### src/rtl/count_nox_param.sv
// count_nox_param
// ---------------
// Scans a window of a synchronous ROM and counts the words that satisfy a
// selectable unsigned comparison against a latched search operand.
//
// Handshake: the block starts when go is seen high in IDLE. The result is
// presented as a level: done stays high, with freq stable, until go is seen
// low. There is no back-pressure. The memory is addressed directly, and
// mem_data must be valid one cycle after mem_addr/mem_rd.
//
// Optional feature macro: COUNT_FIRST_IDX_EN adds first_idx/found outputs.
//
// Ports:
//   clk, reset        clock, synchronous active-high reset
//   go                start request (sampled in IDLE)
//   x, x_hi, mode     search operand, RANGE high bound, compare select
//                     (00 EQ, 01 LT, 10 GT, 11 RANGE x<=d<=x_hi)
//   base, len         scan window start address and word count (0..2^ADDR_W)
//   mem_addr, mem_rd  memory address and read enable
//   mem_data          memory read data (one-cycle latency)
//   freq              match count, saturating at all-ones
//   done              result valid (level)
//   busy              high in SCAN and DRAIN
//   first_idx, found  (COUNT_FIRST_IDX_EN) address of first match, any-match flag
//   dbg_state         current FSM state (IDLE=0, SCAN=1, DRAIN=2, DONE=3)
module count_nox_param #(
    parameter int DATA_W = 8,
    parameter int ADDR_W = 8,
    parameter int CNT_W  = ADDR_W + 1
) (
    input  logic              clk,
    input  logic              reset,
    input  logic              go,
    input  logic [DATA_W-1:0] x,
    input  logic [DATA_W-1:0] x_hi,
    input  logic [1:0]        mode,
    input  logic [ADDR_W-1:0] base,
    input  logic [CNT_W-1:0]  len,
    output logic [ADDR_W-1:0] mem_addr,
    output logic              mem_rd,
    input  logic [DATA_W-1:0] mem_data,
    output logic [CNT_W-1:0]  freq,
    output logic              done,
    output logic              busy,
`ifdef COUNT_FIRST_IDX_EN
    output logic [ADDR_W-1:0] first_idx,
    output logic              found,
`endif
    output logic [1:0]        dbg_state
);

    // The scan index must reach 2^ADDR_W, so it is one bit wider than an address.
    localparam int SCAN_W = ADDR_W + 1;

    typedef enum logic [1:0] {
        S_IDLE  = 2'd0,
        S_SCAN  = 2'd1,
        S_DRAIN = 2'd2,
        S_DONE  = 2'd3
    } state_t;

    state_t              state_q, state_d;
    logic [DATA_W-1:0]   x_q, x_hi_q;
    logic [1:0]          mode_q;
    logic [ADDR_W-1:0]   base_q;
    logic [SCAN_W-1:0]   len_q;
    logic [SCAN_W-1:0]   idx_q;
    logic                cmp_vld_q;
    logic [CNT_W-1:0]    freq_q;
    logic                done_q;
    logic                start;
    logic                scan_last;
    logic                hit;

`ifdef COUNT_FIRST_IDX_EN
    logic [ADDR_W-1:0]   cmp_addr_q;
    logic [ADDR_W-1:0]   first_idx_q;
    logic                found_q;
`endif

    assign start     = (state_q == S_IDLE) && go;
    assign scan_last = (idx_q + SCAN_W'(1)) == len_q;

    // State register
    always_ff @(posedge clk) begin
        if (reset) begin
            state_q <= S_IDLE;
        end else begin
            state_q <= state_d;
        end
    end

    // Next-state logic
    always_comb begin
        state_d = state_q;
        case (state_q)
            S_IDLE:  if (go) state_d = (len == '0) ? S_DONE : S_SCAN;
            S_SCAN:  if (scan_last) state_d = S_DRAIN;
            S_DRAIN: state_d = S_DONE;
            S_DONE:  if (!go) state_d = S_IDLE;
            default: state_d = S_IDLE;
        endcase
    end

    // Output logic; the address is zero outside SCAN so reset leaves it at 0.
    always_comb begin
        mem_rd    = (state_q == S_SCAN);
        mem_addr  = '0;
        if (state_q == S_SCAN) begin
            mem_addr = base_q + idx_q[ADDR_W-1:0];
        end
        busy      = (state_q == S_SCAN) || (state_q == S_DRAIN);
        dbg_state = state_q;
    end

    // Comparison on the data returned for the previously issued address.
    always_comb begin
        hit = 1'b0;
        case (mode_q)
            2'b00: hit = (mem_data == x_q);
            2'b01: hit = (mem_data <  x_q);
            2'b10: hit = (mem_data >  x_q);
            2'b11: hit = (mem_data >= x_q) && (mem_data <= x_hi_q);
            default: hit = 1'b0;
        endcase
    end

    // Datapath: operand latch, scan index, match counter.
    always_ff @(posedge clk) begin
        if (reset) begin
            x_q       <= '0;
            x_hi_q    <= '0;
            mode_q    <= '0;
            base_q    <= '0;
            len_q     <= '0;
            idx_q     <= '0;
            cmp_vld_q <= 1'b0;
            freq_q    <= '0;
            done_q    <= 1'b0;
        end else begin
            // Data for an address issued in SCAN is compared one cycle later.
            cmp_vld_q <= (state_q == S_SCAN);
            // done trails the DONE state by one edge, so it rises after the
            // final count has been held for a full cycle.
            done_q    <= (state_q == S_DONE);
            if (start) begin
                x_q    <= x;
                x_hi_q <= x_hi;
                mode_q <= mode;
                base_q <= base;
                len_q  <= SCAN_W'(len);
                idx_q  <= '0;
                freq_q <= '0;
            end else begin
                if (state_q == S_SCAN) begin
                    idx_q <= idx_q + SCAN_W'(1);
                end
                // Saturate rather than wrap when CNT_W is narrowed.
                if (cmp_vld_q && hit && (freq_q != '1)) begin
                    freq_q <= freq_q + CNT_W'(1);
                end
            end
        end
    end

    assign freq = freq_q;
    assign done = done_q;

`ifdef COUNT_FIRST_IDX_EN
    always_ff @(posedge clk) begin
        if (reset) begin
            cmp_addr_q  <= '0;
            first_idx_q <= '0;
            found_q     <= 1'b0;
        end else begin
            // Pair each returned word with the address that fetched it.
            cmp_addr_q <= mem_addr;
            if (start) begin
                first_idx_q <= '0;
                found_q     <= 1'b0;
            end else if (cmp_vld_q && hit && !found_q) begin
                first_idx_q <= cmp_addr_q;
                found_q     <= 1'b1;
            end
        end
    end

    assign first_idx = first_idx_q;
    assign found     = found_q;
`endif

endmodule

### config.mk
export PLATFORM = sky130hd
export DESIGN_NAME = count_nox_param
export DESIGN_NICKNAME = d
export VERILOG_FILES = /design/src/rtl/count_nox_param.sv
export SDC_FILE = /design/constraint.sdc
export NUM_CORES = 1
export LEC_CHECK = 0
export ABC_AREA = 1
export BUFFER_PORTS_ARGS = -buffer_cell sky130_fd_sc_hd__buf_2
export CAP_MARGIN = 5
export CORE_ASPECT_RATIO = 0.7
export CORE_MARGIN = 4
export CORE_UTILIZATION = 30
export DETAILED_ROUTE_END_ITERATION = 10
export PLACE_DENSITY = 0.5
export SETUP_SLACK_MARGIN = 0.05
export SYNTH_ARGS = -nofsm -noshare
export SYNTH_HDL_FRONTEND = slang
export SYNTH_SLANG_ARGS = --single-unit
### constraint.sdc
create_clock -name clk -period 3.21 [get_ports clk]
set_input_delay 0.1605 -clock clk [delete_from_list [all_inputs] [get_ports clk]]
set_output_delay 0.1605 -clock clk [all_outputs]
set_load 0.1 [all_outputs]
# Word-level counts from Yosys, hierarchy flattened
# Index checks and enable logic that the tools add are counted.
[totals] regBits=57 input_bits=46 out_inout_bits=22 elab_cells=46
[classes] add_sub_neg=3 magnitude_cmp=4 eq_ne=12 muxes=7 reduce_logical=10
[op_table] cell="9-bit by 1-bit adder with 9-bit output, second input constant" n=2
[op_table] cell="9-bit equality test" n=1
[op_table] cell="9-bit logical NOT" n=1
[op_table] cell="9-bit inequality test, second input constant" n=1
[op_table] cell="8-bit adder" n=1
[op_table] cell="2-bit equality test, second input constant" n=4
[op_table] cell="8-bit equality test" n=1
[op_table] cell="8-bit greater-or-equal comparator" n=1
[op_table] cell="8-bit > comparator" n=1
[op_table] cell="8-bit <= comparator" n=1
[op_table] cell="8-bit < comparator" n=1
[op_table] cell="2-bit 2-to-1 mux" n=4
[op_table] cell="8-bit 2-to-1 mux" n=1
[op_table] cell="2-bit one-hot mux with 4 select lines" n=1
[op_table] cell="2-bit by 1-bit equality test with 1-bit output, second input constant" n=2
[op_table] cell="1-bit logical AND" n=4
[op_table] cell="2-bit logical NOT" n=2
[op_table] cell="2-bit inequality test, second input constant" n=2
[op_table] cell="1-bit one-hot mux with 4 select lines" n=1
[op_table] cell="3-bit AND reduction" n=1
[op_table] cell="2-bit by 1-bit inequality test with 1-bit output, second input constant" n=1
[op_table] cell="2-bit OR reduction" n=1
[op_table] cell="1-bit logical OR" n=1

# Depth between registers and ports, before layout
[logic_depth] depth_word=5 mapped_depth=16 ltp_nobuf=16

# Worst setup path after synthesis
# No wires, ideal clock.
[synth_path] path_type="register -> output" start="reg state_q[0], in the netlist dbg_state[0]" end="out mem_addr[3]" arrival_time_ns=4.053 t_required_ns=3.049 path_slack_ns=-1.003 stages_incl_launch_ff=6 path_buffers=2 path_cell_list="dfxtp_1 -> ha_1 -> buf_6 -> clkbuf_1 -> o21ai_0 -> a21oi_1"
[synth_via] elab_chain_cells=2
[synth_lines] item="start, declared" line_no="62" source="state_t state_q, state_d;"
[synth_lines] item="start signal, assigned" line_no="89" source="state_q <= state_d;"
[synth_lines] item="2-bit by 1-bit equality test with 1-bit output"
[synth_lines] item="named net mem_rd" line_no="40" source="output logic mem_rd,"
[synth_lines] item="8-bit 2-to-1 mux" line_no="109" source="if (state_q == S_SCAN) begin"
[synth_lines] item="end, declared" line_no="39" source="output logic [ADDR_W-1:0] mem_addr,"
# The timed path passes the listed nets, and every way through them passes these cells.

# Worst setup path after layout
[layout_path] start="reg idx_q[2]" end="out mem_addr[5]"
[layout_via] elab_chain_cells=2
[layout_lines] item="start, declared" line_no="67" source="logic [SCAN_W-1:0] idx_q;"
[layout_lines] item="start signal, assigned" line_no="156" source="idx_q <= idx_q + SCAN_W'(1);"
[layout_lines] item="8-bit adder" line_no="110" source="mem_addr = base_q + idx_q[ADDR_W-1:0];"
[layout_lines] item="8-bit 2-to-1 mux" line_no="109"
# No other way between the ends.

==> impl_metrics.json <==
{
  "chipHeight_um": 96.2,
  "synthDistinctLibCells": 32,
  "fill_cells": 1126,
  "max_slew_margin": 0.276,
  "worstSetupStartpointType": "flop",
  "finish.net_count": 615,
  "grt_setup_unrepaired": "no",
  "synth_mux_area_frac": 0,
  "area.sequential_mm2": 0.00114,
  "antenna_cells": 0,
  "initial_core_util": 0.315,
  "clock_tree.root_cell": "sky130_fd_sc_hd__clkbuf_16",
  "num_vias": 3170,
  "pre_cts_slack_ps": 395,
  "post_synth_inst_count": 471,
  "post_route_cells_drive_above_1_share": 0.192,
  "synth_edf_count": 0,
  "synth_warnings": 0,
  "place_hpwl_um": 6580,
  "clock_skew_after_layout_ps": 5.46,
  "report.power.total_w": 0.00339,
  "syn_nets": 549,
  "number_of_drc_markers_in_iteration_0": 166,
  "remaining_global_route_overflow": 0,
  "min-delay-path-class": "in -> reg",
  "clk_path_buf_depth": 2,
  "hold_viol": 0,
  "min_period_ps": 2980,
  "power.density_mw_per_mm2": 813,
  "clock_latency_of_the_later_clocked_register_in_the_worst_skew_pair_ps": 320,
  "detail_route.drc_violations": 0,
  "timing.critical_path.required_ps": 3050,
  "routed_wirelength_um": 8730,
  "synth.top_cells.by_area": "sky130_fd_sc_hd__dfxtp_1 34%, sky130_fd_sc_hd__ha_1 12%, sky130_fd_sc_hd__nand2_1 9.0%, sky130_fd_sc_hd__a21oi_1 7.5%, sky130_fd_sc_hd__o21ai_0 7.2%",
  "grt_pass1_wl_um": 14500,
  "synth_seq_cells": 57,
  "timing.final.max_slew_violations": 0,
  "fmaxAchievable_ghz": 0.335,
  "synth_top_family_by_area": "simple AND/OR/NAND/NOR gates",
  "antenna_found_initial": 0,
  "tritoncts.num_buffers": 9,
  "avgRoutedWirePerCell_um": 12.7,
  "cpPeakStageDelay_ps": 460,
  "synth-async-reset-ratio": 0,
  "fp.dieW_um": 134,
  "timing.final.crit_share": 0.929,
  "max_cap_violations": 0,
  "worstMarginPinSlew_ps": 1090,
  "layout.core_utilization": 0.394,
  "synth_compound_gate_area_share": 0.171,
  "multi_input_area_mm2": 0.00195,
  "post_synth_and_or_nand_nor_area_fraction": 0.244,
  "mappedNetlistArea_mm2": 0.00333,
  "criticalPathCategory": "reg -> out",
  "drt_pre_antenna_iters": 4,
  "final_critical_path_setup_slack_ps": 227,
  "synthTopCellsByCount": "80 x sky130_fd_sc_hd__nand2_1, 63 x sky130_fd_sc_hd__inv_1, 57 x sky130_fd_sc_hd__dfxtp_1",
  "vdd_drop_max_mv": 0.507,
  "grt_util_all_layers": 0.142,
  "post_synth_xor_area_fraction": 0.0304,
  "row_count": 31,
  "worstSetupEndpointType": "output pin",
  "via_count_normalized_by_instance_count": 4.59,
  "clock_sink_count": 57,
  "top_count_cell_post_synth": "sky130_fd_sc_hd__nand2_1",
  "crit_path_top_delay_cell": "sky130_fd_sc_hd__dfxtp_1",
  "synth.top_cell.area_share": 0.342,
  "fraction_of_the_yosys_area_taken_by_sequential_cells": 0.342,
  "core_region_area_mm2": 0.0106,
  "avgSynthCellArea_um2": 7.08,
  "p_leak_nw": 1.97,
  "adder_and_majority_cell_fraction_of_the_synthesized_area": 0.122,
  "critical_path.max_fanout": 7,
  "postSynth.topFlopCell": "sky130_fd_sc_hd__dfxtp_1",
  "port_bufs": 67,
  "setup-tns-final_ps": 0,
  "clk_pin_slew_ps": 50,
  "post_cts_buffers": 0,
  "grt_pass1_vias": 3056,
  "cts.hold.buffers_added": 0,
  "area.growth.synth_to_final_pct": 25.1,
  "drtAntennaViolNets": 0,
  "fp.dieArea_mm2": 0.0129,
  "status": "finished, final reports clean",
  "yosys.area.top_type": "sky130_fd_sc_hd__dfxtp_1",
  "setup_viol": 0,
  "cts.htree.levels": 3,
  "tritoncts": "built",
  "timing.critical_path.mode_cell": "sky130_fd_sc_hd__o21ai_0",
  "grt_max_degree": 57,
  "gpl.final_weighted_congestion": 0.787,
  "cp.arrival_ps": 2820,
  "path_cells": "ha_1, a21o_1, a31oi_1, o21ai_0, a21oi_1, o21ai_0, a21oi_4, clkbuf_4",
  "design.portCount": 68
}
path summary, 6_finish.rpt:
check | from | to | slack [ps] | cells after the start
min | reset | cmp_vld_q | 60 | 2
max reg2reg | dbg_state[0] | idx_q[3] | 840 | 9
min reg2reg | x_hi_q[5] | x_hi_q[5] | 460 | 2
max | idx_q[2] | mem_addr[5] | 230 | 8
logic make-up (layout without fill, tap and decap cells):
logic type	count (synthesis)	in the layout
AND/OR/NAND/NOR	185	185
adder cells (fa/ha/maj)	32	32
AO/OA/AOI/OAI	109	109
flip-flops	57	57
buffers and inverters	78	149
XOR/XNOR	10	10
through the flow:
step                      hold slack [ps]  cells  area (um2)
after floorplan                       233    471        3390
after global placement                390    674        3860
after detailed placement              398    674        3860
after CTS                            55.1    690        4160
after global routing                 71.1    690        4170
final                                61.5    690        4170
repair_timing:
item | 4_1_cts | 5_1_grt
setup endpoints to repair | 1 | 2
cloned | 0 | 0
resized for setup | 1 | 3
state kept, by name (all words and copies together), names as in the netlist:
name,cells
dbg_state,2
mode_q,2
idx_q,9
x_hi_q,8
x_q,8
base_q,8
done,1
cmp_vld_q,1
len_q,9
freq,9
where the power goes:
group	switching, W	internal [W]	leakage [nW]	total [W]
Sequential	0.000121	0.000871	0.468	0.000992
Combinational	0.00107	0.000408	1.35	0.00147
Clock	0.000323	0.000604	0.149	0.000927
worst max-delay path: cells and delay by family, from the launching register on:
kind	cells	cell delay, ps
flops	1	460
buf+inv	1	340
compound gates	6	1370
fa+ha+maj	1	320
layer usage:
layer,GRT usage,vias up,part of all wire
met4,0.0398,0,0.015
met3,0.0517,10,0.050
met5,0,-,0
li1,-,1675,-
met1,0.189,1421,0.51
met2,0.219,64,0.42
cell usage in the layout, fill, tap and decap left out, drive strengths merged, types with 4 or more instances in the layout:
cell,synthesis,final
buf,2,67
inv,65,65
clkbuf,11,15
nand3,28,28
nand4,6,6
a21oi,50,50
o21ai,49,49
ha,31,31
nor2,60,60
nand3b,4,4
nand2,84,84
dfxtp,57,57
xor2,7,7
cell type report:
cell class	count	area share
multi-input cells	336	0.469
flip-flops and latches	57	0.274
repair buffers	68	0.0843
clock buffers	14	0.0681
inverters	65	0.0585
well taps	148	0.0444
clock inverters	2	0.00240
Power figures use the tool's default switching activity.
